## config.mk

```make
export PLATFORM = sky130hd
export DESIGN_NAME = vol_ramp_ctrl_flat
export DESIGN_NICKNAME = d
export VERILOG_FILES = /design/src/rtl/vol_ramp_ctrl_pkg.sv /design/src/rtl/vol_ramp_ctrl_if.sv /design/src/rtl/vol_ramp_ctrl_btn_edge.sv /design/src/rtl/vol_ramp_ctrl.sv /design/src/flat_wrapper.sv
export SDC_FILE = /design/constraint.sdc
export NUM_CORES = 1
export LEC_CHECK = 0
export ABC_AREA = 1
export BUFFER_PORTS_ARGS = -buffer_cell sky130_fd_sc_hd__buf_4
export CAP_MARGIN = 20
export CELL_PAD_IN_SITES_DETAIL_PLACEMENT = 2
export CELL_PAD_IN_SITES_GLOBAL_PLACEMENT = 2
export CORE_MARGIN = 3
export CORE_UTILIZATION = 35
export CTS_CLUSTER_DIAMETER = 30
export DETAILED_ROUTE_END_ITERATION = 8
export PLACE_DENSITY = 0.75
export SYNTH_ARGS = -nofsm -noshare
export SYNTH_HDL_FRONTEND = slang
export SYNTH_SLANG_ARGS = --single-unit
```

## constraint.sdc

```tcl
create_clock -name Clk -period 3 [get_ports Clk]
set_input_delay 0.15 -clock Clk [delete_from_list [all_inputs] [get_ports Clk]]
set_output_delay 0.15 -clock Clk [all_outputs]
set_load 0.02 [all_outputs]
```

## src/rtl/vol_ramp_ctrl_pkg.sv

```systemverilog
// Shared types for the volume ramp controller: level range, FSM states and
// the level-to-thermometer gain encoding.
package vol_pkg;

    localparam int MAX_LEVEL = 8;

    typedef logic [3:0] level_t;

    typedef enum logic [1:0] {
        IDLE = 2'd0,
        RAMP = 2'd1,
        DONE = 2'd2
    } state_t;

    // Level L maps to L low bits set; level 8 is all ones.
    function automatic logic [7:0] therm(input level_t l);
        logic [8:0] t;
        t = (9'd1 << l) - 9'd1;
        return t[7:0];
    endfunction

endpackage

```

## src/rtl/vol_ramp_ctrl_if.sv

```systemverilog
// Preset request channel between a requester (master) and vol_ramp_ctrl (slave).
interface vol_ramp_ctrl_if;
    import vol_pkg::*;

    // Handshake: master raises preset_req with preset_level stable and holds both
    // until it samples preset_ack; the slave pulses preset_ack for one cycle when it
    // accepts, and the master must drop preset_req before the ramp finishes.
    logic   preset_req;
    level_t preset_level;
    logic   preset_ack;

    modport master (output preset_req, output preset_level, input preset_ack);
    modport slave  (input preset_req, input preset_level, output preset_ack);

endinterface

```

## src/rtl/vol_ramp_ctrl_btn_edge.sv

```systemverilog
// Active-low button synchronizer with press-edge detection; one pulse per press,
// and no pulse after reset release even if the button is already held.
module vol_btn_edge #(
    parameter int SYNC_STAGES = 2
) (
    input  logic Clk,
    input  logic Reset,
    input  logic btn_n,
    output logic press
);
    logic [SYNC_STAGES-1:0] sync_q;
    logic [SYNC_STAGES-1:0] fill_q;
    logic                   armed_q;
    logic                   prev_q;
    logic                   pressed;

    assign pressed = ~sync_q[SYNC_STAGES-1];

    // fill_q tracks when the last stage holds a real sample rather than the reset
    // value; edges are only reported one cycle later so prev_q is also real.
    always_ff @(posedge Clk or negedge Reset) begin
        if (!Reset) begin
            sync_q  <= '1;
            fill_q  <= '0;
            armed_q <= 1'b0;
            prev_q  <= 1'b0;
        end else begin
            sync_q  <= (sync_q << 1) | SYNC_STAGES'(btn_n);
            fill_q  <= (fill_q << 1) | SYNC_STAGES'(1'b1);
            armed_q <= fill_q[SYNC_STAGES-1];
            prev_q  <= pressed;
        end
    end

    assign press = armed_q & pressed & ~prev_q;

endmodule

```

## src/rtl/vol_ramp_ctrl.sv

```systemverilog
// Volume level controller: button up/down with saturation plus timed preset ramp.
// Optional VOL_RAMP_MUTE_EN adds an active-low Mute button that blanks Data.
module vol_ramp_ctrl
    import vol_pkg::*;
#(
    parameter int TICK_DIV    = 1000,
    parameter int SYNC_STAGES = 2
) (
    input  logic                 Clk,
    input  logic                 Reset,
    input  logic                 Vol_up,
    input  logic                 Vol_down,
`ifdef VOL_RAMP_MUTE_EN
    input  logic                 Mute,
`endif
    vol_ramp_ctrl_if.slave       preset,
    output logic [7:0]           Data,
    output level_t               hex_vol,
    output logic                 busy,
    output state_t               state_dbg
);
    localparam int             TW        = $clog2(TICK_DIV);
    localparam logic [TW-1:0]  TICK_LAST = TW'(TICK_DIV - 1);
    localparam level_t         LVL_MAX   = level_t'(MAX_LEVEL);

    state_t        state_q, state_d;
    level_t        lvl_q, lvl_d, tgt_q, tgt_d, lvl_up, lvl_dn;
    logic [TW-1:0] tick_q, tick_d;
    logic          ack_d, up_ev, dn_ev, mute_d;

    vol_btn_edge #(.SYNC_STAGES(SYNC_STAGES)) u_up (
        .Clk(Clk), .Reset(Reset), .btn_n(Vol_up), .press(up_ev));
    vol_btn_edge #(.SYNC_STAGES(SYNC_STAGES)) u_dn (
        .Clk(Clk), .Reset(Reset), .btn_n(Vol_down), .press(dn_ev));

`ifdef VOL_RAMP_MUTE_EN
    logic mute_ev, mute_q;
    vol_btn_edge #(.SYNC_STAGES(SYNC_STAGES)) u_mute (
        .Clk(Clk), .Reset(Reset), .btn_n(Mute), .press(mute_ev));
    assign mute_d = mute_q ^ mute_ev;

    always_ff @(posedge Clk or negedge Reset) begin
        if (!Reset) mute_q <= 1'b0;
        else        mute_q <= mute_d;
    end
`else
    assign mute_d = 1'b0;
`endif

    assign lvl_up = (lvl_q == LVL_MAX) ? lvl_q : lvl_q + 4'd1;
    assign lvl_dn = (lvl_q == 4'd0)    ? lvl_q : lvl_q - 4'd1;

    always_comb begin
        state_d = state_q;
        lvl_d   = lvl_q;
        tgt_d   = tgt_q;
        tick_d  = tick_q;
        ack_d   = 1'b0;
        case (state_q)
            IDLE: begin
                if (preset.preset_req) begin
                    tgt_d   = (preset.preset_level > LVL_MAX) ? LVL_MAX : preset.preset_level;
                    ack_d   = 1'b1;
                    tick_d  = '0;
                    state_d = RAMP;
                end else if (up_ev && !dn_ev) begin
                    lvl_d = lvl_up;
                end else if (dn_ev && !up_ev) begin
                    lvl_d = lvl_dn;
                end
            end
            RAMP: begin
                // A button press is a manual override and wins over the ramp.
                if (up_ev || dn_ev) begin
                    if (up_ev && !dn_ev)      lvl_d = lvl_up;
                    else if (dn_ev && !up_ev) lvl_d = lvl_dn;
                    tgt_d   = lvl_d;
                    tick_d  = '0;
                    state_d = IDLE;
                end else if (lvl_q == tgt_q) begin
                    state_d = DONE;
                end else if (tick_q == TICK_LAST) begin
                    tick_d = '0;
                    lvl_d  = (tgt_q > lvl_q) ? lvl_q + 4'd1 : lvl_q - 4'd1;
                end else begin
                    tick_d = tick_q + 1'b1;
                end
            end
            DONE:    state_d = IDLE;
            default: state_d = IDLE;
        endcase
    end

    always_ff @(posedge Clk or negedge Reset) begin
        if (!Reset) begin
            state_q           <= IDLE;
            lvl_q             <= '0;
            tgt_q             <= '0;
            tick_q            <= '0;
            Data              <= 8'h00;
            preset.preset_ack <= 1'b0;
        end else begin
            state_q           <= state_d;
            lvl_q             <= lvl_d;
            tgt_q             <= tgt_d;
            tick_q            <= tick_d;
            Data              <= mute_d ? 8'h00 : therm(lvl_d);
            preset.preset_ack <= ack_d;
        end
    end

    assign hex_vol   = lvl_q;
    assign busy      = (state_q == RAMP);
    assign state_dbg = state_q;

endmodule

```

## src/flat_wrapper.sv

```systemverilog
// flat-port wrapper written by rule: the top's interface ports become plain ports
module vol_ramp_ctrl_flat import vol_pkg::*;
#(
    parameter int TICK_DIV    = 1000,
    parameter int SYNC_STAGES = 2
)
  (Clk, Reset, Vol_up, Vol_down, Data, hex_vol, busy, state_dbg, preset_preset_req, preset_preset_level, preset_preset_ack);
  vol_ramp_ctrl_if preset_i ();
  input  logic Clk;
  input  logic Reset;
  input  logic Vol_up;
  input  logic Vol_down;
  output logic [7:0] Data;
  output level_t hex_vol;
  output logic busy;
  output state_t state_dbg;
  input wire logic [$bits(preset_i.preset_req)-1:0] preset_preset_req;
  input wire logic [$bits(preset_i.preset_level)-1:0] preset_preset_level;
  output wire logic [$bits(preset_i.preset_ack)-1:0] preset_preset_ack;
  assign preset_i.preset_req = preset_preset_req;
  assign preset_i.preset_level = preset_preset_level;
  assign preset_preset_ack = preset_i.preset_ack;
  vol_ramp_ctrl #(.TICK_DIV(TICK_DIV), .SYNC_STAGES(SYNC_STAGES)) u_core (.Clk(Clk), .Reset(Reset), .Vol_up(Vol_up), .Vol_down(Vol_down), .preset(preset_i), .Data(Data), .hex_vol(hex_vol), .busy(busy), .state_dbg(state_dbg));
endmodule
```

==> results.sh <==
export IMPL_rows=29
export IMPL_grt_pass1_wl_mm=12.2
export IMPL_hold_viol=0
export IMPL_via_per_inst=4.97
export IMPL_ant_nets=0
export IMPL_dieArea_sq_um=8020
export IMPL_dr_wl_met2_mm=3.69
export IMPL_synth_top_area_cell="dfrtp_1"
export IMPL_drive_gt1_share_pct=29.9
export IMPL_vdd_ir_drop_max_v=0.000539
export IMPL_vias=2121
export IMPL_cts_tree="yes"
export IMPL_hold_class="input pin to flip-flop"
export IMPL_clk_pin_slew_ns=0.08
export IMPL_hpwl_mm=5.83
export IMPL_wl_met1_mm=3.45
export IMPL_slew_violations=0
export IMPL_diodes=0
export IMPL_area_growth_pct=17.8
export IMPL_multi_input_area_sq_um=1310
export IMPL_rrSetupSlack_ns=0.28
export IMPL_yosysMostFrequentCell="nand2_1"
export IMPL_synth_common_cells="nand2_1, dfrtp_1, nand3_1, inv_1"
export IMPL_place_gp_congestion=0.823
export IMPL_io_pins=25
export IMPL_p_per_area_nw_per_um2=1140
export IMPL_max_slew_margin_pct=66.4
export IMPL_portBuffers=24
export IMPL_firstDrtPassIters=4
export IMPL_tightest_slew_ns=0.504
export IMPL_fin_skew_ns=0.00804
export IMPL_drc=0
export IMPL_cp_data_required_time_ns=3.19
export IMPL_synth_warnings=0
export IMPL_ys_types=40
export IMPL_top_layer="met4"
export IMPL_grt_pass1_vias=2333
export IMPL_start_util_pct=37.2
export IMPL_postSynthCellCount=296
export IMPL_cp_data_arrival_time_ns=2.91
export IMPL_cp_max_fo=9
export IMPL_tns_ns=0
export IMPL_status="finished, final reports clean"
export IMPL_setup_viol=0
export IMPL_period_share_pct=90.7
export IMPL_synth_avg_cell_area_sq_um=8.25
export IMPL_drt_iter0_markers=53
export IMPL_syn_area_sq_um=2440
export IMPL_numCtsBuffers=5
export IMPL_timing_fmax_mhz=368
export IMPL_drt_wl_total_mm=7.37
export IMPL_clockBufferDepth=2
export IMPL_h_tree_depth=2
export IMPL_routedWlPerCell_um=17.3
export IMPL_grt_max_degree=39
export IMPL_p_leak_nw=1.32
export IMPL_grtUsageTotal_pct=20.2
export IMPL_yosysTopAreaCellShare_pct=34.8
export IMPL_synth_flop_cell="dfrtp_1"
export IMPL_cap_violations=0
export IMPL_route_met3_wl_um=153
export IMPL_finalPower_mw=3.28
export IMPL_chipWidth_um=89.5
export IMPL_cts_sinks=38
export IMPL_crit_path_end_kind="flip-flop"
export IMPL_nFillCells=741
export IMPL_clk_latency_ns=0.29
export IMPL_synth_edf_count=0
export IMPL_seq_area_frac_synth_pct=39.1
export IMPL_period_minus_slack_ns=2.72
export IMPL_seq_area_sq_um=957
export IMPL_core_sq_um=6570
export IMPL_nets=350
export IMPL_synth_nets=313
export IMPL_root_buffer="clkbuf_8"
export IMPL_grt_ovfl_total=0
export IMPL_synthArstFlopShare_pct=100
export IMPL_post_cts_buffers=0
export IMPL_antenna_found_initial=0
export IMPL_yosys_top_cells_area="dfrtp_1, nand2_1, nand3_1"
export IMPL_ys_seq_elements=38
export IMPL_die_height_um=89.5
export IMPL_cp_start_kind="flip-flop"
export IMPL_path_class="flip-flop to flip-flop"
export IMPL_rsz0062_at_grt="false"
-- through the flow --
step | utilization (%) | instances | hold slack (ns) | instance area, sq um | setup slack (ns)
after floorplan | - | 296 | -0.146 | 2440 | 0.435
after global placement | 42.0 | 416 | 0.156 | 2760 | 0.369
after detailed placement | 42.0 | 416 | 0.163 | 2760 | 0.204
after CTS | 43.8 | 427 | 0.169 | 2880 | 0.157
after global routing | 43.8 | 427 | 0.175 | 2880 | 0.0607
final | 43.8 | 427 | 0.167 | 2880 | 0.279
-- final cells by class --
class	instances	share of cell area (%)
Timing Repair Buffer	34	9.13
Clock buffer	6	2.52
Inverter	37	4.91
Sequential cell	38	33.3
Tap cell	93	4.04
Clock inverter	2	0.478
Multi-Input combinational cell	217	45.7
-- power breakdown --
part | switching (mW) | internal [mW] | total, mW
clock | 0.192 | 0.164 | 0.356
combinational | 1.42 | 0.740 | 2.16
sequential | 0.0969 | 0.661 | 0.758
total | 1.71 | 1.57 | 3.28
-- critical path, stage by stage, from the launching register on --
cell	delay, ns
dfrtp_2	0.48
inv_2	0.10
ha_1	0.33
nand4_2	0.19
inv_1	0.11
nor2_2	0.20
nand3_1	0.13
nand2_1	0.09
nand3_2	0.09
nand2_2	0.12
nand2_4	0.08
nand2_4	0.08
inv_2	0.05
nand2_1	0.08
ha_1	0.26
nand3_1	0.10
nand2_1	0.07
nand2_1	0.06
-- final timing paths --
path,to,start,depth (start not counted)
setup / recovery,u_core.Data[6],u_core.hex_vol[2],17
hold reg to reg,u_core.u_dn.armed_q,u_core.u_dn.fill_q[1],0
min in group asynchronous,u_core.tick_q[3],Reset,2
hold / removal,u_core.tgt_q[0],preset_preset_level[0],3
setup reg to reg,u_core.Data[6],u_core.hex_vol[2],17
max in group asynchronous,u_core.hex_vol[2],Reset,2
-- cells by family after synthesis --
family	synth area share, %
xor+xnor	2.15
compound gates	9.79
buf+inv	7.07
flops	39.1
simple gates	37.6
fa+ha+maj	4.10
other cells	0.154
-- routing by layer --
metal	vias to the layer above	GRT usage, %
li1	1040	-
met1	1053	26.6
met2	21	35.0
met3	7	2.67
met4	0	4.74
met5	-	0
-- registers in the layout (all words and copies together), names as in the netlist --
| register | count |
|---|---|
| u_core.tick_q | 10 |
| u_core.Data | 8 |
| u_core.hex_vol | 4 |
| u_core.tgt_q | 4 |
| u_core.state_dbg | 2 |
| u_core.u_dn.sync_q | 2 |
| u_core.u_up.sync_q | 2 |
| u_core.preset.preset_ack | 1 |
| u_core.u_dn.armed_q | 1 |
| u_core.u_dn.fill_q | 1 |
| u_core.u_dn.prev_q | 1 |
| u_core.u_up.fill_q | 1 |
| u_core.u_up.prev_q | 1 |
-- placed cells by master (no fill, tap or decap), types with 7 or more instances in the layout --
cell and count:
nand3_2 7, ha_1 8, dfrtp_1 33, a21oi_1 16, nor2_1 16, nor2_4 7, inv_1 29, buf_4 31
nor2_2 8, nand2_1 63, nand2_2 14, nand3_1 32
-- what timing repair did --
item,in CTS,in global routing
endpoints found under the hold margin,36,0
setup endpoints to repair,0,2
hold buffers,3,0
gates resized for setup,0,1
No activity file was read; power rests on OpenSTA's default activity.
